==> src/rtl/conv_window_buffer.sv <==
// conv_window_buffer
//   Turns a raster-order pixel stream into a stream of 3x3 windows. It uses two
//   line buffers that hold the previous two rows, plus a 3x3 shift window.
//   Only pixels with row >= 2 and col >= 2 produce a window, so a window never
//   straddles a row boundary.
//
// Ports
//   clk         rising-edge clock
//   rst         synchronous, active-low reset
//   pix_valid   pixel on pix_data is accepted this cycle
//   pix_data    raster-order pixel, PIX_W bits
//   win_valid   win_data holds a complete window (1 cycle after the accept)
//   win_data    9 slots, slot k = 3*r+c at [k*PIX_W +: PIX_W]; r/c = 0 is oldest
//   frame_done  one-cycle pulse after the last pixel of a frame is accepted
//   win_row/win_col  (only with WIN_COORD_EN) top-left coordinate of the window
//
// Build option: define WIN_COORD_EN to add the win_row/win_col outputs.
module conv_window_buffer #(
    parameter int IMG_W = 28,
    parameter int IMG_H = 28,
    parameter int PIX_W = 24
) (
    input  logic                   clk,
    input  logic                   rst,
    input  logic                   pix_valid,
    input  logic [PIX_W-1:0]       pix_data,
    output logic                   win_valid,
    output logic [9*PIX_W-1:0]     win_data,
`ifdef WIN_COORD_EN
    output logic [$clog2(IMG_H)-1:0] win_row,
    output logic [$clog2(IMG_W)-1:0] win_col,
`endif
    output logic                   frame_done
);
    localparam int CW = $clog2(IMG_W);
    localparam int RW = $clog2(IMG_H);

    typedef enum logic {FILL, RUN} state_t;

    state_t            state, state_nxt;
    logic [CW-1:0]     col;
    logic [RW-1:0]     row;
    logic              col_last, row_last;
    logic              win_valid_nxt, frame_done_nxt;

    // Line buffer 0 holds row-2, line buffer 1 holds row-1, both indexed by column.
    logic [PIX_W-1:0]  lb0 [IMG_W];
    logic [PIX_W-1:0]  lb1 [IMG_W];
    // win[r][c]: the packed layout flattens directly to the slot order 3*r+c.
    logic [2:0][2:0][PIX_W-1:0] win;
    logic [2:0][PIX_W-1:0]      new_col;

    assign col_last = (col == CW'(IMG_W - 1));
    assign row_last = (row == RW'(IMG_H - 1));
    assign new_col  = {pix_data, lb1[col], lb0[col]};
    assign win_data = win;

    // Next-state and next-output logic. RUN means row >= 2. In RUN, any accept
    // with col >= 2 completes a window.
    always_comb begin
        state_nxt      = state;
        win_valid_nxt  = 1'b0;
        frame_done_nxt = 1'b0;
        if (pix_valid) begin
            case (state)
                FILL: begin
                    if (row == RW'(1) && col_last)
                        state_nxt = RUN;
                end
                RUN: begin
                    if (col >= CW'(2))
                        win_valid_nxt = 1'b1;
                    if (row_last && col_last) begin
                        state_nxt      = FILL;
                        frame_done_nxt = 1'b1;
                    end
                end
                default: state_nxt = FILL;
            endcase
        end
    end

    always_ff @(posedge clk) begin
        if (!rst) begin
            state      <= FILL;
            col        <= '0;
            row        <= '0;
            win_valid  <= 1'b0;
            frame_done <= 1'b0;
        end else begin
            state      <= state_nxt;
            win_valid  <= win_valid_nxt;
            frame_done <= frame_done_nxt;
            if (pix_valid) begin
                if (col_last) begin
                    col <= '0;
                    row <= row_last ? '0 : row + RW'(1);
                end else begin
                    col <= col + CW'(1);
                end
            end
        end
    end

    // The window shifts one column left on each accept. Reset clears only the
    // window. Line buffer contents are never qualified except through the counters.
    always_ff @(posedge clk) begin
        if (!rst) begin
            win <= '0;
        end else if (pix_valid) begin
            for (int r = 0; r < 3; r++) begin
                win[r][0] <= win[r][1];
                win[r][1] <= win[r][2];
                win[r][2] <= new_col[r];
            end
        end
    end

    always_ff @(posedge clk) begin
        if (rst && pix_valid) begin
            lb0[col] <= lb1[col];
            lb1[col] <= pix_data;
        end
    end

`ifdef WIN_COORD_EN
    // The top-left corner is two rows up and two columns left of the accepted pixel.
    always_ff @(posedge clk) begin
        if (!rst) begin
            win_row <= '0;
            win_col <= '0;
        end else if (win_valid_nxt) begin
            win_row <= row - RW'(2);
            win_col <= col - CW'(2);
        end
    end
`endif

endmodule

==> config.mk <==
export PLATFORM = sky130hd
export DESIGN_NAME = conv_window_buffer
export DESIGN_NICKNAME = d
export VERILOG_FILES = /design/src/rtl/conv_window_buffer.sv
export SDC_FILE = /design/constraint.sdc
export NUM_CORES = 2
export LEC_CHECK = 0
export CAP_MARGIN = 20
export CORE_MARGIN = 10
export CORE_UTILIZATION = 62
export CTS_CLUSTER_SIZE = 24
export DETAILED_ROUTE_END_ITERATION = 6
export PLACE_DENSITY = 0.81
export RECOVER_POWER = 100
export SYNTH_ARGS = -nofsm -noshare
export SYNTH_HDL_FRONTEND = slang
export SYNTH_SLANG_ARGS = --single-unit
==> constraint.sdc <==
create_clock -name clk -period 13 [get_ports clk]
set_input_delay 3.25 -clock clk [delete_from_list [all_inputs] [get_ports clk]]
set_output_delay 3.25 -clock clk [all_outputs]
set_load 0.1 [all_outputs]
# Yosys cells after proc, flatten, opt, wreduce, memory -nomap -nowiden
# Memory sizes are Yosys's and may differ from the RTL's. A register that Yosys moved wholly into a read port is not among the register bits.
# Index checks and enable logic that the tools add are counted.
# Widths: inputs -> output; s select.
# word_totals
ff_bits	205
inputBits	27
mem_bits_rw	1344
mem_count	2
elab_cells	39
output_inout_bits	218
# mem_list
name	depth	width	rd	rd_clocked_by_memory_dff	wr	line_no	source
lb0	28	24	1	1	1	47	logic [PIX_W-1:0] lb0 [IMG_W];
lb1	28	24	1	1	1	48	logic [PIX_W-1:0] lb1 [IMG_W];
# op_classes
add_sub_neg	2
n_lt_le_gt_ge	1
n_eq_ne	3
bitwise	1
reduce_logical	6
muxes	11
# op_table
cell	count
$mux 5	4
$add 5x1->5 const B	2
$eq 5x5->1 const B	2
$mux 1	6
$eq 5x1->1 const B	1
$ge 5x2->1 const B	1
$logic_and 1x1->1	3
$reduce_and 3->1	1
$pmux 1 s2	1
$reduce_and 2->1	1
$logic_not 1->1	1
$not 1->1	1

# Logic depth before layout (Yosys ltp)
# logic_depth
ltp_word	4
mapped_depth	9
mapped_depth_nobuf	6

# Least setup slack after synthesis
# OpenSTA, ideal clock, no wires.
# synth_path
path_type	input port to flip-flop
from	input pix_valid
to	memory lb0[14][0], enable pin
path_buffers	2
t_arrival_ns	7.426
path_stages	5
setup_ns	0.513
required_time_ns	12.487
slack_ns	5.061
cell_sequence	clkbuf_1 -> and2_1 -> clkbuf_1 -> nand2_1 -> nor3_1
# synth_between
elab_chain_cells	3
# synth_rtl
element	line_no	source
start: declaration	25	input logic pix_valid,
$logic_and 1x1->1	120	if (rst && pix_valid) begin
$mux 1	120	
$mux 1 (not written as such)	121	lb0[col] <= lb1[col];
end: declaration	47	
# Every way passes these cells.

# Worst setup path in the final report
# layout_path
from	input pix_valid
to	memory lb1[13][7], enable pin
# layout_between
elab_chain_cells	3
# layout_rtl
element	line_no	source
$logic_and 1x1->1	120	
$mux 1	120	
$mux 1 (not written as such)	122	lb1[col] <= pix_data;
end: declaration	48	
# Every way passes these cells.

==> impl_metrics.yaml <==
logic_synthesis:
  synth.lib_cells_used.distinct: 48
  mappedNetlistNets: 3341
  synth.yosys.warnings: 0
  syn-cell-area_um2: 60300
  synth.yosys.seq_area_share_pct: 74.7
  postSynthRegisterBits: 1578
  synth-async-reset-ratio_pct: 0
  synth_cells: 3307
  synth.avg_cell_area_um2: 18.2
  synth-edff-count: 1344
  postSynth.topFlopCell: "edfxtp_1"
layout:
  num-fill-cells: 5516
  layout.cells.most_common: "edfxtp_1"
  layout.cells.most_common_list: "edfxtp_1 (1344), mux2i_1 (399), dlygate4sd3_1 (242), dfxtp_1 (228), nor2b_1 (198)"
  num-nets-final: 3635
  design_area_um2: 69000
  drive_gt1_share_pct: 15.8
  area.growth.synth_to_final_pct: 14.3
  final_core_util_pct: 71.4
placed_design:
  placement.cell_area_um2: 64200
  buffer_ports.inserted: 244
  gp_congestion: 0.880
  hpwlAfterDp_mm: 88.0
drt:
  route.final.wire_length_mm: 153
  vias_per_instance: 6.59
  remaining_drc_errors: 0
  dr.first_iter.drc_count: 4648
  route.detailed.wl_per_inst_um: 30.6
  detail-route-antenna-nets: 0
  drt-pass1-iter-count: 6
  routed_via_count: 32936
floorplanning:
  io-pin-count: 245
  area_of_the_die_um2: 110000
  die_w_um: 332
  initial_core_utilization_pct: 62.5
  die_height_um: 332
  core_region_area_um2: 96600
  core.rowCount: 114
clock_tree:
  cts_hold_buf: 0
  cts-resized-gates: 0
  cts_root_buf: "clkbuf_16"
  cts_max_level: 4
  cts-buffers-inserted: 153
  path_clk_slew_ns: 0.06
  cts_tree: "yes"
  worstSkewPairLatency_ns: 0.76
  clockBufferDepth: 3
  post_cts.repair.setup_buffers: 0
  cts_sinks: 1578
sta:
  clock.fmax_mhz: 104
  final_hold_viol_count: 0
  fin_worst_skew_ns: 0.0334
  fin_tns_setup_ns: 0
  worst_pin_slew_ns: 4.23
  final-max-slew-violation-count: 1058
  number_of_failing_setup_endpoints_in_the_final_timing_report: 0
  clock_period_minus_final_worst_setup_slack_ns: 9.64
  rsz0062_at_grt: "no"
  max_slew_headroom_pct: -182
  final.period_utilization_pct: 74.1
global_routing:
  maximum_number_of_pins_on_one_net_before_global_route_repair: 113
  grt_antenna_before_repair: 8
  first_pass_grt_wire_length_mm: 226
  grt_pass1_vias: 33342
  groute.usage.overall_pct: 27.3
  globalRouteOverflowTotal: 0
power_and_ir_drop:
  pwr_dens_nw_per_um2: 160
  vdd_ir_drop_max_mv: 0.147
  p_leak_nw: 22.6
  total_power_mw: 11.0
run_status:
  run_status: "finished, violations left"
  failed_checks: "max-capacitance violations, max-slew violations"
worst_setup_path:
  critical_path_end_type: "register"
  worstPathMaxFanout: 71
  cp_data_required_time_ns: 13.33
  path_class: "in2reg"
  critPathLaunchType: "input port"
  crit_arrival_ns: 9.97
hold_path:
  kind_of_path_behind_the_tightest_hold_check: "reg2reg"
job:
  cap_viol_max_count: 31
sequential cells by signal (all words and copies together), names as in the netlist, named ones only:
| register | count |
|---|---|
| lb1 | 672 |
| win_data | 216 |
| win_valid | 1 |
| lb0 | 672 |
| col | 5 |
| row | 5 |
| frame_done | 1 |
| state | 1 |
cell usage after synthesis (all sizes together) (24+ instances only):
master	instances	share of area [%]
a211oi	24	0.30
mux2i	399	6.6
dfxtp	234	7.8
mux4	158	5.9
edfxtp	1344	67
o21ai	42	0.35
buf	118	1.3
nor2	78	0.49
nand3	39	0.32
a21oi	44	0.37
nand2	109	0.68
a22oi	44	0.55
mux2	120	2.2
nor2b	201	2.1
o22ai	63	0.65
a221oi	58	0.84
clkbuf	80	0.50
power breakdown:
group          switching (mW)  internal, mW  total, mW
registers              0.0672          5.62       5.69
logic                   0.718         0.290       1.01
clock network            1.85          2.51       4.35
total                    2.63          8.41       11.0
path summary, 6_finish.rpt:
path / startpoint / to / slack [ns] / cells after the start
worst max-delay path: pix_valid / lb1[13][7]$_DFFE_PP_ / 3.36 / 5
worst min-delay path: win_data[120]$_SDFFE_PN0P_ / win_data[120]$_SDFFE_PN0P_ / 0.50 / 1
worst max register to register: register / lb0[5][6]$_DFFE_PP_ / 4.87 / 7
worst min register to register: win_data[120]$_SDFFE_PN0P_ / win_data[120]$_SDFFE_PN0P_ / 0.50 / 1
stage by stage:
| stage | hold slack (ns) | cells | worst slack, ns |
|---|---|---|---|
| global placement | 0.492 | 4699 | 5.94 |
| finish | 0.502 | 5001 | 3.36 |
| CTS | 0.508 | 4981 | 6.53 |
| global route | 0.525 | 5000 | 3.20 |
| floorplan | 0.437 | 3307 | 5.06 |
| detailed placement | 0.494 | 4703 | 5.71 |
per-layer routing:
| layer | routed length (um) | GRT usage [%] | share of wire (%) |
|---|---|---|---|
| met1 | 54600 | 35.4 | 36 |
| met2 | 72500 | 43.3 | 47 |
| met3 | 19200 | 7.92 | 13 |
| met4 | 6350 | 11.0 | 4.2 |
| met5 | 133 | 0 | 0.087 |
critical path: stages:
cell	delay, ns
clkbuf_1	2.93
and2_0	1.20
nand2_1	0.60
nor3_1	0.54
clkbuf_1	1.39
final cells by class:
type                       instances  area (um2)  area share [%]
antenna                            1        2.50         0.00363
clock buffer                     203        4300            6.23
clock inverter                    75         642           0.931
inverter                           3        11.3          0.0163
multi-input combinational       1528       14400            20.8
sequential                      1578       45100            65.3
tap                             1276        1600            2.31
timing repair buffer             337        3000            4.35
cell families (layout without fill, tap and decap cells):
| logic type | Yosys count | after routing | share of synthesized area (%) |
|---|---|---|---|
| buf+inv | 201 | 618 | 1.81 |
| fa+ha+maj | 7 | 7 | 0.145 |
| simple gates | 463 | 463 | 3.96 |
| compound gates | 375 | 375 | 4.57 |
| xor+xnor | 6 | 6 | 0.0871 |
| mux | 677 | 677 | 14.8 |
| flops | 1578 | 1578 | 74.7 |
| other cells | 0 | 1 | 0 |
(Power assumes the default switching activity.)
